$ cat config.mk
export PLATFORM = sky130hd
export DESIGN_NAME = mem_arbiter
export DESIGN_NICKNAME = d
export VERILOG_FILES = /design/src/rtl/mem_arbiter.sv
export SDC_FILE = /design/constraint.sdc
export NUM_CORES = 1
export LEC_CHECK = 0
export ABC_AREA = 1
export CORE_MARGIN = 2
export CORE_UTILIZATION = 28
export CTS_BUF_LIST = sky130_fd_sc_hd__clkbuf_16
export CTS_CLUSTER_SIZE = 25
export DETAILED_ROUTE_END_ITERATION = 12
export PLACE_DENSITY = 0.75
export SLEW_MARGIN = 20
export SYNTH_ARGS = -nofsm -noshare
export SYNTH_HDL_FRONTEND = slang
export SYNTH_SLANG_ARGS = --single-unit
$ cat constraint.sdc
create_clock -name clk -period 5.05 [get_ports clk]
set_input_delay 1.01 -clock clk [delete_from_list [all_inputs] [get_ports clk]]
set_output_delay 1.01 -clock clk [all_outputs]
set_load 0.02 [all_outputs]
$ cat src/rtl/mem_arbiter.sv
// Round-robin arbiter/sequencer sharing one single-port memory between NUM_REQ requesters.
// Optional per-requester grant counters on the grant_cnt port when MEM_ARB_STATS_EN is defined.
module mem_arbiter #(
    parameter int NUM_REQ    = 4,
    parameter int DATA_WIDTH = 16,
    parameter int ADDR_WIDTH = 4
) (
    input  logic                           clk,
    input  logic                           rst_n,
    input  logic [NUM_REQ-1:0]             req_valid,
    input  logic [NUM_REQ-1:0]             req_wr,
    input  logic [NUM_REQ*ADDR_WIDTH-1:0]  req_addr,
    input  logic [NUM_REQ*DATA_WIDTH-1:0]  req_wdata,
    output logic [NUM_REQ-1:0]             req_ready,
    output logic [NUM_REQ-1:0]             rsp_valid,
    output logic [DATA_WIDTH-1:0]          rsp_rdata,
    output logic                           mem_en,
    output logic                           mem_wr,
    output logic [ADDR_WIDTH-1:0]          mem_addr,
    output logic [DATA_WIDTH-1:0]          mem_wdata,
    input  logic                           mem_ready,
    input  logic [DATA_WIDTH-1:0]          mem_rdata
`ifdef MEM_ARB_STATS_EN
    ,
    output logic [NUM_REQ*16-1:0]          grant_cnt
`endif
);

    localparam int TAG_W = $clog2(NUM_REQ);

    typedef enum logic {
        IDLE = 1'b0,
        CMD  = 1'b1
    } state_t;

    state_t           state;
    state_t           next_state;
    logic [TAG_W-1:0] ptr;
    logic [TAG_W-1:0] win;
    logic [TAG_W-1:0] cmd_tag;
    logic [TAG_W-1:0] rsp_tag;
    logic             accept;
    logic             rsp_pending;
    int unsigned      idx;

    // Winner is the first valid requester at or above the pointer, wrapping.
    always_comb begin
        // NOTE: every output of a combinational block gets a default first so no latch is inferred.
        req_ready = '0;
        win       = '0;
        accept    = 1'b0;
        idx       = 0;
        if (state == IDLE || mem_ready) begin
            for (int k = 0; k < NUM_REQ; k++) begin
                idx = (int'(ptr) + k) % NUM_REQ;
                if (!accept && req_valid[idx]) begin
                    accept = 1'b1;
                    win    = TAG_W'(idx);
                end
            end
        end
        if (accept) begin
            req_ready[win] = 1'b1;
        end
    end

    always_comb begin
        next_state = state;
        case (state)
            IDLE:    if (accept) next_state = CMD;
            CMD:     if (mem_ready) next_state = accept ? CMD : IDLE;
            default: next_state = IDLE;
        endcase
    end

    always_ff @(posedge clk or negedge rst_n) begin
        if (!rst_n) begin
            state <= IDLE;
        end else begin
            // NOTE: sequential state uses non-blocking assignments so every flop samples pre-edge values.
            state <= next_state;
        end
    end

    assign mem_en = (state == CMD);

    // Command fields only change on acceptance, so they stay bit-exact while mem_ready is low.
    always_ff @(posedge clk or negedge rst_n) begin
        if (!rst_n) begin
            mem_wr    <= 1'b0;
            mem_addr  <= '0;
            mem_wdata <= '0;
            cmd_tag   <= '0;
            ptr       <= '0;
        end else if (accept) begin
            mem_wr    <= req_wr[win];
            mem_addr  <= req_addr[int'(win)*ADDR_WIDTH +: ADDR_WIDTH];
            mem_wdata <= req_wdata[int'(win)*DATA_WIDTH +: DATA_WIDTH];
            cmd_tag   <= win;
            ptr       <= (int'(win) == NUM_REQ - 1) ? '0 : win + 1'b1;
        end
    end

    always_ff @(posedge clk or negedge rst_n) begin
        if (!rst_n) begin
            rsp_pending <= 1'b0;
            rsp_tag     <= '0;
        end else begin
            rsp_pending <= mem_en & mem_ready & ~mem_wr;
            rsp_tag     <= cmd_tag;
        end
    end

    // Read data is passed straight through from the memory during the response cycle.
    always_comb begin
        rsp_valid = '0;
        rsp_rdata = '0;
        if (rsp_pending) begin
            rsp_valid[rsp_tag] = 1'b1;
            rsp_rdata          = mem_rdata;
        end
    end

`ifdef MEM_ARB_STATS_EN
    always_ff @(posedge clk or negedge rst_n) begin
        if (!rst_n) begin
            grant_cnt <= '0;
        end else begin
            for (int i = 0; i < NUM_REQ; i++) begin
                if (accept && int'(win) == i && grant_cnt[i*16 +: 16] != 16'hFFFF) begin
                    grant_cnt[i*16 +: 16] <= grant_cnt[i*16 +: 16] + 16'd1;
                end
            end
        end
    end
`endif

endmodule
==> results.md <==
* Most Crowded Layer GR: met2
* Share of cells above drive strength 1 at between 5 and 6%
* Non-filler instance count after layout at 664
* Slew margin rel. at ~28%
* Final cycle utilization of the critical path at 87.7%
* Synth-to-layout area growth at 67.5%
* Critical Path End Type: output pin
* Mapped Area at approximately 2500 µm²
* Dpl cells at between 600 and 700
* Fill count at 861
* LEAKAGE at around 0.0022 µW
* PwrDens at just over 600 nW/µm²
* Initial antenna violation count at 0
* First-pass GRT wire length at between 10 and 15 mm
* Clock sinks at 29
* Vias at 3006
* Syn_area_per_cell at ~5.9 µm²
* Worst skew pair latency at 0.27 ns
* Worst-path cell chain: clkdlybuf4s50_1 -> inv_1 -> nand2_1 -> nand3_1 -> nand2_2 -> nor2_4 -> nand3_1 -> nand3_1 -> nand2_2 -> inv_2 -> ha_1 -> inv_1 -> nor2_1 -> clkdlybuf4s50_1
* Reg2reg end: mem_wdata[7]
* Crit Path Category: in -> out
* RD Place Congestion at ~0.87
* Pre-Repair DR Iteration Count at 6
* Number of diodes at 0
* TritonCTS clock tree: built
* RSZ-0062 raised after global routing: no
* Total Routed Length at roughly 8.2 mm
* GRT met2 Usage at between 30% and 40%
* Syn. warnings at 0
* Hold_ws at roughly 0.38 ns
* Dominant cells by area after synthesis: dfrtp_1 (29%), nand2_1 (24%), nand3_1 (19%)
* Final antenna-violating net count at 0
* TNS Setup at 0 ns
* Top cell type's share of synthesized area at 29.4%
* Crit path max-delay cell type: clkdlybuf4s50_1
* Status: finished, final reports clean
* # DRC at 0
* Routed WL per cell at 12.3 µm
* DIE HEIGHT at just under 100 µm
* Top delay family on crit path: buffers and inverters
* Final hold vios at 0
* Syn Inst Count at 415
* Clock root cell: clkbuf_16
* Hold buffers post-CTS at 0
* CP dominant cell by count: nand3_1
* Post-CTS setup buffer count at 0
* DP HPWL at 6.20 mm
* Final #Nets at 667
* Area leader, netlist: dfrtp_1
* Max VDD drop at 0.274 mV
* IO Pins at 153
* RR Startpoint: ptr[0]
* WP depth at 14
* Tightest Pin Transition at approximately 1.1 ns
* Critical path's largest stage delay at between 0.6 and 0.7 ns
* Iteration-0 DRC Markers at 80
* Met3 usage at under 10%
* IO Port Bufs at ~150
* Critical Path Sink: req_ready[2]
* FP Rows at 34
* Largest net degree at the start of global routing at 47
* Synth cell types at 21
* CP Max Fanout at 13
* Die area at 9580 µm²
* Post-cts resize count at 0
* Crit path DAT at 3.42 ns
* Fin crit period at 4.43 ns
* R2r setup slk at 2.44 ns
* # setup viols final at 0
* Syn nets at between 500 and 600
* Clock transition at path regs at ~0.05 ns
* Startpoint Class: input port
* Critical path origin: req_valid[1]
* Deepest clock path buffer count at 2
* Grt total ovfl at 0
* DP Area at between 4000 and 5000 µm²
* FF+latch count, synth at 29
* Core box area at 8640 µm²
* Crit path buf inv count at 5
* CTS buffer count at 5
* Post-route cell area at 4140 µm²
* Maxcap violations at 0
* H-tree depth at 2
* Hold WC Path Type: reg -> reg
* Fmax at 0.226 GHz
* Vias/cell at 4.53
* R2R cell count at 12
* Vias in the first global route at ~3000
* Required time of the worst setup path at roughly 4.0 ns
* Die X at 97.9 µm
* Slew Limit Fails at 0
* Total GRT Usage at 16.9%
* Register area share after synthesis at 29.4%
* GRT met1 Usage at 19.4%
* Clk_skew at about 0.003 ns
* Initial core utilization at 28.6%
==> flip-flops by register name, summed over array words and instances, names as in the netlist <==
name,count
cmd_tag,2
mem_addr,4
mem_en,1
mem_wdata,16
mem_wr,1
ptr,2
rsp_pending,1
rsp_tag,2
==> through the flow <==
| step | setup WS, ns | util, % | total power (µW) |
|---|---|---|---|
| after floorplan | 1.65 | - | 1740 |
| after detailed placement | 0.611 | 46.3 | 2290 |
| after CTS | 0.609 | 47.9 | 2570 |
| after global placement | 0.663 | 46.3 | 2240 |
| final | 0.622 | 47.9 | 2550 |
| after global routing | 0.434 | 47.9 | 2800 |
==> worst reg2reg max path, stage by stage, from the launching register on <==
cell     delay, ns
dfrtp_1       0.51
inv_4         0.17
nand2_1       0.08
nand2_2       0.12
nand2_2       0.08
nand2_2       0.09
nor2_4        0.05
nand3_2       0.08
nand2_4       0.06
buf_4         0.25
a21oi_2       0.81
nand2_1       0.15
nand3_1       0.11
==> cell families (layout without fill, tap and decap cells) <==
kind of cell | Yosys count | in the layout | share of synthesized area [%]
compound gates | 5 | 5 | 1.17
fa+ha+maj | 4 | 4 | 2.03
buf+inv | 103 | 244 | 18.5
flops | 29 | 29 | 29.4
simple gates | 274 | 274 | 48.9
==> power breakdown <==
| part | total (µW) | switching, µW | internal (µW) | leakage [µW] |
|---|---|---|---|---|
| registers | 455 | 91.9 | 363 | 0.000349 |
| clock network | 272 | 96.7 | 176 | 0.0000685 |
| logic | 1820 | 1140 | 687 | 0.00177 |
| total | 2550 | 1330 | 1230 | 0.00219 |
==> worst min-delay path by stage <==
stage	start	end	slack (ns)	cells past startpoint
final	cmd_tag[1]	rsp_tag[1]	0.38	0
after global routing	cmd_tag[1]	rsp_tag[1]	0.40	0
after CTS	cmd_tag[1]	rsp_tag[1]	0.38	0
after detailed placement	cmd_tag[1]	rsp_tag[1]	0.37	0
after global placement	cmd_tag[1]	rsp_tag[1]	0.36	0
after floorplan	cmd_tag[0]	rsp_tag[0]	0.35	0
==> cell usage in the layout, fill, tap and decap left out <==
master	Yosys	final
inv_1	74	75
nand2_8	1	1
nor2_1	6	6
nor2_4	1	1
nand2_4	2	2
ha_1	4	4
nand3_2	1	1
dfrtp_1	29	29
a21oi_1	1	1
nand2_2	5	5
buf_2	10	1
clkbuf_16	0	5
nand3_1	92	92
a21oi_2	1	1
nor3_1	5	5
inv_2	5	5
o21ai_0	3	3
buf_4	4	4
inv_4	2	2
nand2_1	161	161
clkdlybuf4s50_1	0	151
clkinv_1	0	1
==> metal layers <==
| layer | part of all wire, % | vias up | wire [µm] |
|---|---|---|---|
| li1 | - | 1536 | - |
| met1 | 41 | 1335 | 3370 |
| met2 | 50 | 131 | 4120 |
| met3 | 7.9 | 4 | 649 |
| met4 | 0.56 | 0 | 46 |
| met5 | 0 | - | 0 |
==> synthesized netlist by cell type <==
cell      count
a21oi_1       1
a21oi_2       1
buf_2        10
buf_4         4
buf_6         5
clkbuf_1      3
dfrtp_1      29
ha_1          4
inv_1        74
inv_2         5
inv_4         2
nand2_1     161
nand2_2       5
nand2_4       2
nand2_8       1
nand3_1      92
nand3_2       1
nor2_1        6
nor2_4        1
nor3_1        5
o21ai_0       3
==> final cells by class <==
| class | count | area, µm² | area share, % |
|---|---|---|---|
| clock inverters | 2 | 7.51 | 0.182 |
| well taps | 108 | 135 | 3.27 |
| multi-input cells | 283 | 1290 | 31.1 |
| flip-flops and latches | 29 | 726 | 17.5 |
| clock buffers | 5 | 125 | 3.03 |
| repair buffers | 156 | 1550 | 37.4 |
| inverters | 81 | 309 | 7.47 |
Power figures use the tool's default switching activity.
